$ cat config.mk
export PLATFORM = sky130hd
export DESIGN_NAME = uart_fifo_bridge_flat
export DESIGN_NICKNAME = d
export VERILOG_FILES = /design/src/rtl/uart_fifo_bridge_if.sv /design/src/rtl/byte_fifo.sv /design/src/rtl/uart_fifo_bridge.sv /design/src/flat_wrapper.sv
export SDC_FILE = /design/constraint.sdc
export NUM_CORES = 1
export LEC_CHECK = 0
export ABC_AREA = 1
export CORE_MARGIN = 3
export CORE_UTILIZATION = 30
export CTS_CLUSTER_SIZE = 40
export DETAILED_ROUTE_END_ITERATION = 6
export GPL_TIMING_DRIVEN = 0
export MAX_ROUTING_LAYER = met4
export SETUP_SLACK_MARGIN = 0.5
export SLEW_MARGIN = 40
export SYNTH_ARGS = -nofsm -noshare
export SYNTH_HDL_FRONTEND = slang
export SYNTH_SLANG_ARGS = --single-unit
$ cat constraint.sdc
create_clock -name clk -period 4.7 [get_ports clk]
set_input_delay 1.41 -clock clk [delete_from_list [all_inputs] [get_ports clk]]
set_output_delay 1.41 -clock clk [all_outputs]
set_load 0.02 [all_outputs]
$ cat src/rtl/uart_fifo_bridge_if.sv
// uart_fifo_bridge_if: CPU register port and UART data port seen by the bridge
interface uart_fifo_bridge_if;
  logic        reg_dat_we;
  logic        reg_dat_re;
  logic [31:0] reg_dat_di;
  logic [31:0] reg_dat_do;
  logic        reg_dat_wait;
  logic        reg_sta_we;
  logic [31:0] reg_sta_do;
  logic        uart_dat_we;
  logic [31:0] uart_dat_di;
  logic        uart_dat_wait;
  logic        uart_dat_re;
  logic [31:0] uart_dat_do;
  modport slave (
    input  reg_dat_we, reg_dat_re, reg_dat_di, reg_sta_we, uart_dat_wait, uart_dat_do,
    output reg_dat_do, reg_dat_wait, reg_sta_do, uart_dat_we, uart_dat_di, uart_dat_re
  );
  modport master (
    output reg_dat_we, reg_dat_re, reg_dat_di, reg_sta_we, uart_dat_wait, uart_dat_do,
    input  reg_dat_do, reg_dat_wait, reg_sta_do, uart_dat_we, uart_dat_di, uart_dat_re
  );
endinterface

$ cat src/rtl/byte_fifo.sv
// byte_fifo: 8-bit FIFO with wrap-bit pointers; flags and level derive from registered pointers only
module byte_fifo #(
  parameter int DEPTH_LOG2 = 4
) (
  input  logic       clk,
  input  logic       resetn,
  input  logic       push,
  input  logic [7:0] din,
  input  logic       pop,
  output logic [7:0] dout,
  output logic       empty,
  output logic       full,
  output logic [7:0] level
);
  logic [DEPTH_LOG2:0] wptr, rptr, diff;
  logic [7:0] mem [2**DEPTH_LOG2];
  always_ff @(posedge clk or negedge resetn)
    if (!resetn) begin
      wptr <= '0;
      rptr <= '0;
    end else begin
      if (push) wptr <= wptr + (DEPTH_LOG2+1)'(1);
      if (pop) rptr <= rptr + (DEPTH_LOG2+1)'(1);
    end
  always_ff @(posedge clk)
    if (push) mem[wptr[DEPTH_LOG2-1:0]] <= din;
  assign dout  = mem[rptr[DEPTH_LOG2-1:0]];
  assign empty = wptr == rptr;
  assign full  = wptr == {~rptr[DEPTH_LOG2], rptr[DEPTH_LOG2-1:0]};
  assign diff  = wptr - rptr;
  assign level = 8'(diff);
endmodule

$ cat src/rtl/uart_fifo_bridge.sv
// uart_fifo_bridge: TX/RX byte FIFOs between CPU register decode and the UART data register
module uart_fifo_bridge #(
  parameter int DEPTH_LOG2 = 4
) (
  input logic               clk,
  input logic               resetn,
  uart_fifo_bridge_if.slave bus
);
  localparam int STA_TX_EMPTY = 16;
  localparam int STA_RX_FULL  = 17;
  localparam int STA_RX_STALL = 18;
  logic active, rx_stall, rx_valid;
  logic tx_push, tx_pop, tx_empty, tx_full;
  logic rx_pop, rx_empty, rx_full;
  logic [7:0] tx_dout, rx_dout, tx_level, rx_level;
  logic unused;
  assign unused   = ^{bus.reg_dat_di[31:8], bus.uart_dat_do[30:8]};
  assign rx_valid = !bus.uart_dat_do[31];
  assign tx_push  = bus.reg_dat_we && !tx_full;
  assign tx_pop   = bus.uart_dat_we && !bus.uart_dat_wait;
  assign rx_pop   = bus.reg_dat_re && !rx_empty;
  assign bus.uart_dat_we  = active && !tx_empty;
  assign bus.uart_dat_re  = active && rx_valid && !rx_full;
  assign bus.uart_dat_di  = {24'b0, tx_empty ? 8'h00 : tx_dout};
  assign bus.reg_dat_wait = bus.reg_dat_we && tx_full;
  assign bus.reg_dat_do   = rx_empty ? 32'hFFFF_FFFF : {24'b0, rx_dout};
  always_comb begin
    bus.reg_sta_do               = {16'b0, rx_level, tx_level};
    bus.reg_sta_do[STA_TX_EMPTY] = tx_empty;
    bus.reg_sta_do[STA_RX_FULL]  = rx_full;
    bus.reg_sta_do[STA_RX_STALL] = rx_stall;
  end
  // a new stall in the same cycle as a status write must not be lost
  always_ff @(posedge clk or negedge resetn)
    if (!resetn) begin
      active   <= 1'b0;
      rx_stall <= 1'b0;
    end else begin
      active   <= 1'b1;
      rx_stall <= (rx_valid && rx_full) ? 1'b1 : bus.reg_sta_we ? 1'b0 : rx_stall;
    end
  byte_fifo #(.DEPTH_LOG2(DEPTH_LOG2)) u_tx (
    .clk(clk), .resetn(resetn), .push(tx_push), .din(bus.reg_dat_di[7:0]), .pop(tx_pop),
    .dout(tx_dout), .empty(tx_empty), .full(tx_full), .level(tx_level)
  );
  byte_fifo #(.DEPTH_LOG2(DEPTH_LOG2)) u_rx (
    .clk(clk), .resetn(resetn), .push(bus.uart_dat_re), .din(bus.uart_dat_do[7:0]), .pop(rx_pop),
    .dout(rx_dout), .empty(rx_empty), .full(rx_full), .level(rx_level)
  );
endmodule
$ cat src/flat_wrapper.sv
// flat-port wrapper written by rule: the top's interface ports become plain ports
module uart_fifo_bridge_flat 
#(
  parameter int DEPTH_LOG2 = 4
)
  (clk, resetn, bus_reg_dat_we, bus_reg_dat_re, bus_reg_dat_di, bus_reg_sta_we, bus_uart_dat_wait, bus_uart_dat_do, bus_reg_dat_do, bus_reg_dat_wait, bus_reg_sta_do, bus_uart_dat_we, bus_uart_dat_di, bus_uart_dat_re);
  uart_fifo_bridge_if bus_i ();
  input logic clk;
  input logic resetn;
  input wire logic [$bits(bus_i.reg_dat_we)-1:0] bus_reg_dat_we;
  input wire logic [$bits(bus_i.reg_dat_re)-1:0] bus_reg_dat_re;
  input wire logic [$bits(bus_i.reg_dat_di)-1:0] bus_reg_dat_di;
  input wire logic [$bits(bus_i.reg_sta_we)-1:0] bus_reg_sta_we;
  input wire logic [$bits(bus_i.uart_dat_wait)-1:0] bus_uart_dat_wait;
  input wire logic [$bits(bus_i.uart_dat_do)-1:0] bus_uart_dat_do;
  output wire logic [$bits(bus_i.reg_dat_do)-1:0] bus_reg_dat_do;
  output wire logic [$bits(bus_i.reg_dat_wait)-1:0] bus_reg_dat_wait;
  output wire logic [$bits(bus_i.reg_sta_do)-1:0] bus_reg_sta_do;
  output wire logic [$bits(bus_i.uart_dat_we)-1:0] bus_uart_dat_we;
  output wire logic [$bits(bus_i.uart_dat_di)-1:0] bus_uart_dat_di;
  output wire logic [$bits(bus_i.uart_dat_re)-1:0] bus_uart_dat_re;
  assign bus_i.reg_dat_we = bus_reg_dat_we;
  assign bus_i.reg_dat_re = bus_reg_dat_re;
  assign bus_i.reg_dat_di = bus_reg_dat_di;
  assign bus_i.reg_sta_we = bus_reg_sta_we;
  assign bus_i.uart_dat_wait = bus_uart_dat_wait;
  assign bus_i.uart_dat_do = bus_uart_dat_do;
  assign bus_reg_dat_do = bus_i.reg_dat_do;
  assign bus_reg_dat_wait = bus_i.reg_dat_wait;
  assign bus_reg_sta_do = bus_i.reg_sta_do;
  assign bus_uart_dat_we = bus_i.uart_dat_we;
  assign bus_uart_dat_di = bus_i.uart_dat_di;
  assign bus_uart_dat_re = bus_i.uart_dat_re;
  uart_fifo_bridge #(.DEPTH_LOG2(DEPTH_LOG2)) u_core (.clk(clk), .resetn(resetn), .bus(bus_i));
endmodule
==> impl_results.md <==
- Status: finished, final reports clean
- Synthesized area: 0.0127 sq mm
- DR iter-0 viols: roughly 700
- First-pass DRT Iterations: 5
- Simple-gate share of the synthesized area: 0.185
- Critical path data arrival time: 2.70 ns
- Max-slew violations: 0
- WL/cell: ~16 um
- Pwr per Cell Area: roughly 650 mW/mm^2
- Share of layout cells above drive strength 1: 0.166
- Flop2flop setup slack: around 1.7 ns
- Synth Register Bits: around 280
- Maxcap violations: 0
- Psw: approximately 0.004 W
- Final WL: 31300 um
- CTS tree: yes
- Setup Viol. Count Final: 0
- Top FF cell, synth: edfxtp_1
- Worst flop-to-flop path endpoint: u_core.u_tx.mem[2][2]
- H-tree depth: 1
- Sw Ratio: 0.405
- Fmax: ~240 MHz
- Largest net degree at the start of global routing: 23
- CTS max path bufs: 3
- Most frequent cells in the layout: nand2_1, edfxtp_1, nor2_1, nand3_1, inv_1
- Sequential Power Share: 0.311
- Clock transition at path regs: approximately 0.06 ns
- Clk_lat worst skew: approximately 0.54 ns
- RSZ-0062 raised after global routing: yes
- Sink Count: 278
- Synth Area in XOR/XNOR: 0.0157
- # nets final: 1472
- Minimum clock period: 4.11 ns
- Number of hold violations in the final report: 0
- Final non-filler cell total: about 1900
- Final worst path period share: 0.873
- Die H: between 200 and 250 um
- Setup slack at placement: -0.343 ns
- Number of cells on the critical path: 5
- Hold Path Class: reg2reg
- IO Port Bufs: 78
- Initial antenna violation count: 0
- Sequential-to-total area share from yosys stat: 0.646
- Layout overhead on the synthesized area: 20.9%
- Combinational power share: 0.479
- Commonest non-fill, non-tap cell in the layout: nand2_1
- CP max stage delay: roughly 0.43 ns
- Peak supply drop: approximately 0.38 mV
- Crit path cell chain: clkdlybuf4s50_1 -> nor2_1 -> o21ai_4 -> inv_2 -> clkdlybuf4s15_2
- Cell area after layout: 0.0154 sq mm
- Slew HR: 0.449
- Ys Warns: 0
- WS Path Type: in2out
- ANT nets after route: 0
- Placed cells: 1873
- Max FO, Critical Path: 10
- Vias: slightly below 9000
- R2R Path Start: u_core.u_tx.rptr[1]
- Critical Path RT: roughly 3.3 ns
- Clk pwr share: 0.210
- Row cnt: 74
- Initial Util: 0.308
- Post-synth EDFFs: between 200 and 300
- Final worst setup slack: just under 0.6 ns
- Post-layout util: 0.372
- All-Layer GR Usage: 0.139
- Syn Area/Cell: around 10 sq um
- Post-synth ARST share: 0.0791
- First-pass GRT wire length: 46500 um
- Placer congestion estimate: roughly 0.9
- Post-Synth Adder-Cell Area: 0.0208
- Gr ovfl total: 0
- Int Power: between 0.005 and 0.006 W
- Core area: roughly 0.041 sq mm
- Die area: between 0.04 and 0.05 sq mm
- Clk_skew: roughly 0.0087 ns
- Crit-path slowest cell: clkdlybuf4s50_1
- Area fraction in compound gates after synthesis: 0.0332
- Vias in the first global route: between 8000 and 9000
- DP HPWL: between 20000 and 25000 um
- Critical path capture point type: output port
- Root Buffer: clkbuf_16
- DR DRC count: 0
- Die Wd: 212 um
- Origin of the worst setup path: bus_uart_dat_do[31]
- Crit path max-delay family: buffers and inverters
- P_leak: about 6.3 nW
- Multiplexer share of the synthesized area: 0
- Startpoint Class: input pin
- DP Area: between 0.01 and 0.015 sq mm
- Buf/Inv on CP: 3
- Hold_buf cts: 0
- Main combinational cell family by area after synthesis: simple AND/OR/NAND/NOR gates
- Slew @ Worst Pin: just over 0.8 ns
- Boundary pin count: ~170
- Via-to-Cell Ratio: 4.51
- Crit path to: bus_uart_dat_re
- Mapped Cells: around 1200
- CTS buffer count: 27
- Worst r2r path cells: 11
- Cell variety after synth: 28
logic make-up (layout without fill, tap and decap cells):
kind of cell	after synthesis	after routing
AND/OR/NAND/NOR	577	577
flip-flops	278	278
buffers and inverters	239	375
AO/OA/AOI/OAI	83	83
XOR/XNOR	22	22
adder cells (fa/ha/maj)	20	20
other	2	46
how the worst min path moves through the flow:
stage | slack, ns | cells after the start | from | endpoint
6_report | 0.52 | 2 | u_core.u_tx.rptr[3] | u_core.u_tx.rptr[3]
5_1_grt | 0.55 | 2 | u_core.rx_stall | u_core.rx_stall
4_1_cts | 0.52 | 2 | u_core.u_tx.rptr[3] | u_core.u_tx.rptr[3]
3_5_place_dp | 0.51 | 2 | u_core.u_tx.rptr[3] | u_core.u_tx.rptr[3]
3_3_place_gp | 0.49 | 2 | u_core.u_tx.rptr[3] | u_core.u_tx.rptr[3]
2_1_floorplan | 0.47 | 2 | u_core.u_tx.rptr[3] | u_core.u_tx.rptr[3]
worst register-to-register path, cell delays in order (launching register included):
cell      delay (ns)
dfrtp_1         0.39
buf_4           0.19
clkinv_2        0.15
buf_4           0.21
ha_1            0.30
nand2_1         0.08
nor2_1          0.06
nand2_1         0.11
nand2_1         0.12
inv_2           0.16
nand2_1         0.20
nor2_1          0.66
synth_stat cells, drive strengths merged, types with 5 or more instances:
cell type | count | area share
o21ai | 68 | 0.027
buf | 106 | 0.059
nor2 | 152 | 0.045
inv | 115 | 0.034
clkinv | 5 | 0.0015
nand2 | 291 | 0.087
dfrtp | 22 | 0.043
xor2 | 15 | 0.010
clkbuf | 13 | 0.0038
a21oi | 14 | 0.0055
xnor2 | 7 | 0.0054
ha | 18 | 0.018
edfxtp | 256 | 0.60
nand3 | 130 | 0.051
final cells by class:
| type | count | area (sq um) |
|---|---|---|
| multi-input cells | 746 | 3520 |
| clock inverters | 15 | 143 |
| diodes | 2 | 5.00 |
| flip-flops and latches | 278 | 8240 |
| repair inverters | 2 | 16.3 |
| repair buffers | 88 | 820 |
| fillers | 3991 | 26000 |
| inverters | 120 | 472 |
| well taps | 532 | 666 |
| plain buffers | 119 | 837 |
| clock buffers | 31 | 691 |
power by group through the flow:
stage	clock, W	sequential [W]	combinational, W
floorplan	0	0.00310	0.00287
global route	0.00222	0.00311	0.00522
global placement	0	0.00313	0.00461
CTS	0.00212	0.00309	0.00474
detailed placement	0	0.00314	0.00465
finish	0.00209	0.00309	0.00477
repair_timing:
item	in CTS	in global routing
pin swaps	0	2
gates cloned	1	1
hold endpoints to repair	0	0
gates resized for setup	145	38
setup buffers	6	4
setup endpoints to repair	50	46
routing by layer:
layer  vias up  share of wire  global-route usage  wire length (um)
met1      4144           0.44               0.184             13700
li1       4227              -                   -                 -
met4         0          0.020              0.0400               630
met3        37          0.060              0.0139              1880
met5         -              0                   -                 0
met2       301           0.48               0.228             15000
sequential cells by signal, summed over array words and instances (netlist names):
name / count
u_core.u_rx.wptr: 5
u_core.u_tx.mem: 128
u_core.u_tx.rptr: 5
u_core.rx_stall: 1
u_core.u_tx.wptr: 5
u_core.u_rx.rptr: 5
u_core.u_rx.mem: 128
u_core.active: 1
metrics by stage:
step | power, W | setup TNS (ns) | hold WS [ns]
after global routing | 0.0106 | 0 | 0.554
after detailed placement | 0.00779 | -8.06 | 0.506
after global placement | 0.00774 | -5.75 | 0.489
after CTS | 0.00995 | 0 | 0.521
after floorplan | 0.00596 | 0 | 0.474
final | 0.00996 | 0 | 0.516
Power figures use the tool's default switching activity.
